## src/rtl/alu_pkg.sv

```systemverilog
// Shared types for the ALU adder issue path: opcode encoding and adder flag bundle.
package alu_pkg;

    localparam int unsigned ALU_WIDTH = 32;

    typedef enum logic [1:0] {
        OP_ADD  = 2'd0,
        OP_SUB  = 2'd1,
        OP_CMP  = 2'd2,
        OP_PASS = 2'd3
    } alu_add_op_e;

    typedef struct packed {
        logic zero;
        logic overflow;
        logic exception;
    } add_flags_t;

endpackage

```

## src/rtl/alu_stat_counter.sv

```systemverilog
// ALU status: sticky overflow bit and saturating count of completed operations.
module alu_stat_counter #(
    parameter int unsigned CNT_WIDTH = 16
) (
    input  logic                 clk,
    input  logic                 rst_n,
    input  logic                 done_i,
    input  logic                 ovf_i,
    input  logic                 clr_i,
    output logic                 sticky_o,
    output logic [CNT_WIDTH-1:0] count_o
);

    logic                 sticky_q, sticky_d;
    logic [CNT_WIDTH-1:0] count_q, count_d;

    // A completion with overflow in the same cycle as a clear keeps the bit set.
    always_comb begin
        sticky_d = sticky_q;
        count_d  = count_q;
        if (clr_i) begin
            sticky_d = 1'b0;
        end
        if (done_i && ovf_i) begin
            sticky_d = 1'b1;
        end
        if (done_i && (count_q != '1)) begin
            count_d = count_q + 1'b1;
        end
    end

    always_ff @(posedge clk) begin
        if (!rst_n) begin
            sticky_q <= 1'b0;
            count_q  <= '0;
        end else begin
            sticky_q <= sticky_d;
            count_q  <= count_d;
        end
    end

    assign sticky_o = sticky_q;
    assign count_o  = count_q;

endmodule

```

## src/rtl/alu_adder_issue.sv

```systemverilog
// Two-entry issue stage for the external combinational adder: operand register (S1),
// result register (S2), plus ALU status counters.
module alu_adder_issue
    import alu_pkg::*;
#(
    parameter int unsigned WIDTH     = ALU_WIDTH,
    parameter int unsigned CNT_WIDTH = 16
) (
    input  logic                 clk,
    input  logic                 rst_n,
    input  logic                 in_valid,
    output logic                 in_ready,
    input  logic [1:0]           in_op,
    input  logic [WIDTH-1:0]     in_a,
    input  logic [WIDTH-1:0]     in_b,
    output logic [WIDTH-1:0]     add_i_1,
    output logic [WIDTH-1:0]     add_i_2,
    output logic                 add_invert_i_2,
    input  logic [WIDTH-1:0]     add_o,
    input  logic                 add_overflow_flag,
    input  logic                 add_zero_flag,
    input  logic                 add_exception_flag,
    output logic                 out_valid,
    input  logic                 out_ready,
    output logic [WIDTH-1:0]     out_result,
    output logic                 out_zero,
    output logic                 out_overflow,
    output logic                 out_exception,
    output logic                 sticky_ovf,
    input  logic                 clr_sticky,
    output logic [CNT_WIDTH-1:0] op_count
);

    logic        s1_valid_q, s1_valid_d;
    logic [WIDTH-1:0] s1_a_q, s1_a_d;
    logic [WIDTH-1:0] s1_b_q, s1_b_d;
    alu_add_op_e s1_op_q, s1_op_d;

    logic             out_valid_q, out_valid_d;
    logic [WIDTH-1:0] out_result_q, out_result_d;
    add_flags_t       out_flags_q, out_flags_d;

    logic s2_take;
    logic s1_adv;
    logic in_fire;
    logic s2_done;

    assign s2_take  = !out_valid_q || out_ready;
    assign s1_adv   = s1_valid_q && s2_take;
    assign in_ready = !s1_valid_q || s2_take;
    assign in_fire  = in_valid && in_ready;
    assign s2_done  = out_valid_q && out_ready;

    // Adder is driven straight from S1 so the inputs hold the last operands when idle.
    always_comb begin
        add_i_1        = s1_a_q;
        add_i_2        = s1_b_q;
        add_invert_i_2 = 1'b0;
        case (s1_op_q)
            OP_SUB, OP_CMP: add_invert_i_2 = 1'b1;
            OP_PASS:        add_i_2        = '0;
            default:        ;
        endcase
    end

    always_comb begin
        s1_valid_d = s1_valid_q;
        s1_a_d     = s1_a_q;
        s1_b_d     = s1_b_q;
        s1_op_d    = s1_op_q;
        if (in_fire) begin
            s1_valid_d = 1'b1;
            s1_a_d     = in_a;
            s1_b_d     = in_b;
            s1_op_d    = alu_add_op_e'(in_op);
        end else if (s1_adv) begin
            s1_valid_d = 1'b0;
        end
    end

    always_comb begin
        out_valid_d  = out_valid_q && !out_ready;
        out_result_d = out_result_q;
        out_flags_d  = out_flags_q;
        if (s1_adv) begin
            out_valid_d  = 1'b1;
            out_result_d = (s1_op_q == OP_CMP) ? '0 : add_o;
            out_flags_d  = '{zero:      add_zero_flag,
                             overflow:  add_overflow_flag,
                             exception: add_exception_flag};
        end
    end

    always_ff @(posedge clk) begin
        if (!rst_n) begin
            s1_valid_q   <= 1'b0;
            s1_a_q       <= '0;
            s1_b_q       <= '0;
            s1_op_q      <= OP_ADD;
            out_valid_q  <= 1'b0;
            out_result_q <= '0;
            out_flags_q  <= '0;
        end else begin
            s1_valid_q   <= s1_valid_d;
            s1_a_q       <= s1_a_d;
            s1_b_q       <= s1_b_d;
            s1_op_q      <= s1_op_d;
            out_valid_q  <= out_valid_d;
            out_result_q <= out_result_d;
            out_flags_q  <= out_flags_d;
        end
    end

    assign out_valid     = out_valid_q;
    assign out_result    = out_result_q;
    assign out_zero      = out_flags_q.zero;
    assign out_overflow  = out_flags_q.overflow;
    assign out_exception = out_flags_q.exception;

    alu_stat_counter #(
        .CNT_WIDTH(CNT_WIDTH)
    ) u_stat (
        .clk      (clk),
        .rst_n    (rst_n),
        .done_i   (s2_done),
        .ovf_i    (out_flags_q.overflow),
        .clr_i    (clr_sticky),
        .sticky_o (sticky_ovf),
        .count_o  (op_count)
    );

endmodule

```

## config.mk

```make
export PLATFORM = sky130hd
export DESIGN_NAME = alu_adder_issue
export DESIGN_NICKNAME = d
export VERILOG_FILES = /design/src/rtl/alu_pkg.sv /design/src/rtl/alu_stat_counter.sv /design/src/rtl/alu_adder_issue.sv
export SDC_FILE = /design/constraint.sdc
export NUM_CORES = 1
export LEC_CHECK = 0
export ABC_AREA = 0
export CORE_MARGIN = 4
export CORE_UTILIZATION = 30
export DETAILED_ROUTE_END_ITERATION = 8
export MAX_ROUTING_LAYER = met4
export PLACE_DENSITY = 0.61
export SLEW_MARGIN = 20
export SYNTH_ARGS = -nofsm -noshare
export SYNTH_HDL_FRONTEND = slang
export SYNTH_SLANG_ARGS = --single-unit
export TNS_END_PERCENT = 20
```

## constraint.sdc

```tcl
create_clock -name clk -period 2.1 [get_ports clk]
set_clock_uncertainty 0.05 [all_clocks]
set_input_delay 0.21 -clock clk [delete_from_list [all_inputs] [get_ports clk]]
set_output_delay 0.21 -clock clk [all_outputs]
set_load 0.05 [all_outputs]
```

==> impl_results.md <==
* Status: finished clean
* Slew Limit Headroom at 39.03%
* Slew Viols, Final at 0
* Fin cells at approximately 1000
* CP top delay family: buffers and inverters
* Post-cts resize count at 1
* Root Buffer: clkbuf_16
* Drt first pass iters at 5
* Most frequent cells in the layout: clkdlybuf4s50_1, nand2_1, dfxtp_1
* Synth top area cells: dfxtp_1, nand2_1, a21oi_1
* Final HPWL DP at 10510 um
* CTS H-Tree Depth at 4
* Setup TNS at 0 ns
* Die height at 133.2 um
* Crit path depth at 1
* First-pass GRT wire length at approximately 24000 um
* Initial Util at a little under a third
* Synth Area per Inst at 8.008 um^2
* Cell taking the most area after synthesis: dfxtp_1
* Antenna diodes at 0
* CP endpoint kind: output port
* All-Layer GR Usage at 17.13%
* Final period util at about 93%
* Hold WS at approximately 0.31 ns
* Num rows at 45
* Post-Place Cells at a little under 1000
* Post-synthesis net count at 696
* GRT Max-Usage Layer: met2
* I/O Buffers at 224
* PwrDens at ~820 nW/um^2
* Routed vias/inst at 4.673
* Actual slew at the worst max-slew pin at 0.9145 ns
* Layout area overhead at 64.15%
* Critical path startpoint category: register
* Die width at 133.2 um
* Worst Path Buf+Inv at 1
* Clk sinks at 120
* Gpl congestion at between 0.7 and 0.8
* GRT overflow at 0
* Most common cell after layout, fill and taps aside: clkdlybuf4s50_1
* CTS tree: yes
* Met3 Track Usage GR at under 10%
* Mapped Area at 4701 um^2
* Synth cell types at 31
* M1 GR Usage at a little over a fifth
* Clk_lat worst skew at 0.40 ns
* Unrepaired setup endpoints after global routing: no
* Vias in the first global route at 4575
* LEAKAGE at 2.895 nW
* WL/cell at 14.83 um
* Hold Crit Depth at 3
* Critical path peak fanout at 6
* Setup Fix Bufs, Post-CTS at 0
* Final #Nets at about 910
* First DRT Iteration DRCs at 201
* Total power at 0.006304 W
* Asr flop ratio synth at 0%
* Met2 Resource Use GR at 26.33%
* Core box area at 15260 um^2
* CTS Buffer Depth at 2
* Worst path cell trace: clkdlybuf4s50_1
* Share of layout cells above drive strength 1 at 10.66%
* R2R depth at 5
* Number of CTS-inserted buffers at 17
* CTS Hold Buffers Added at 0
* Path type of the worst setup path: register to output port
* Sequential share of the synthesized area at 51.10%
* Die area at 17740 um^2
* Initial antenna violation count at 0
* Post-synthesis cell count at just under 600
* CP arrival at between 1.5 and 2 ns
* Final setup fails at 0
* #FFs+latches synth at 120
* Tmin final at between 1.5 and 2 ns
* DRC at 0
* Top FF cell, synth: dfxtp_1
* CP max stage delay at around 0.86 ns
* Synth warn at 0
* Worst-path cell with the longest stage delay: clkdlybuf4s50_1
* Worst-path clk slew at 0.05 ns
* Final antenna-violating net count at 0
* Post-Route WL at 15100 um
* Maximum vdd drop at 0.0004666 V
* Top-area cell type share of the netlist area at between 50% and 60%
* Largest net degree at the start of global routing at 70
* I/O pin total at 225
* Hold WC Path Type: input pin to register
* CP required at ~1.8 ns
* Post-synth EDFFs at 0
* Max-Cap Viols at 0
* Via count at 4757
* F_max at 511.8 MHz
* Fin. Hold Viols at 0
-- layout make-up --
cell class / count / area [um^2]
clock inverters: 4 / 70.07
fillers: 1476 / 7542
flip-flops and latches: 120 / 2409
well taps: 211 / 264.0
repair buffers: 236 / 2322
clock buffers: 23 / 488.0
inverters: 6 / 23.77
multi-input cells: 418 / 2140
-- metal layers --
layer	vias up	share of wire (%)
met5	-	0
met4	0	1.3
met3	15	8.1
met2	181	46
met1	2179	45
li1	2382	-
-- cell families (layout without fill, tap and decap cells) --
logic type | after synthesis | in the layout | synth area share, %
xor gates and xnor gates | 1 | 1 | 0.1864
muxes | 1 | 1 | 0.2129
adders and majority gates | 3 | 3 | 0.7986
DFF | 120 | 120 | 51.10
AOI/OAI and AO/OA | 131 | 131 | 14.80
buffers and inverters | 49 | 269 | 4.099
and+or+nand+nor | 282 | 282 | 28.80
-- metrics by stage --
step                      utilization [%]  area [um^2]  setup slack, ns
after global routing                50.57         7716          0.02702
after detailed placement            46.80         7141           0.1263
final                               50.57         7716           0.1460
after global placement              46.80         7141           0.1606
after CTS                           50.47         7701          0.07102
after floorplan                         -         4710         -0.02810
-- registers in the layout, summed over array words and instances, names as in the netlist --
name / count
add_i_1: 32
out_result: 32
s1_b_q: 32
u_stat.count_o: 16
s1_op_q: 2
out_exception: 1
out_overflow: 1
out_valid: 1
out_zero: 1
s1_valid_q: 1
u_stat.sticky_o: 1
-- cell usage after synthesis (5+ instances only) --
| cell type | n |
|---|---|
| nand2_1 | 178 |
| dfxtp_1 | 120 |
| a21oi_1 | 115 |
| clkbuf_1 | 39 |
| nor2b_1 | 34 |
| nand3b_1 | 33 |
| or3_1 | 7 |
| inv_1 | 6 |
| nor2_1 | 6 |
| o21ai_0 | 6 |
| nand4_1 | 5 |
| or4_1 | 5 |
-- where the power goes --
part | switching [W] | internal [W] | leakage (nW)
clock network | 0.000927 | 0.00183 | 0.277
registers | 0.0000566 | 0.00239 | 0.986
logic | 0.000650 | 0.000449 | 1.63
total | 0.00163 | 0.00467 | 2.90
-- final timing paths --
path	to	from	slack, ns
worst max-delay path	op_count[6]	u_stat.count_o[6]	0.15
worst min-delay path	add_i_1[20]	in_a[20]	0.31
worst max register to register	u_stat.count_o[14]	u_stat.count_o[0]	0.17
worst min register to register	out_result[1]	out_result[1]	0.40
No activity file was read; power rests on OpenSTA's default activity.
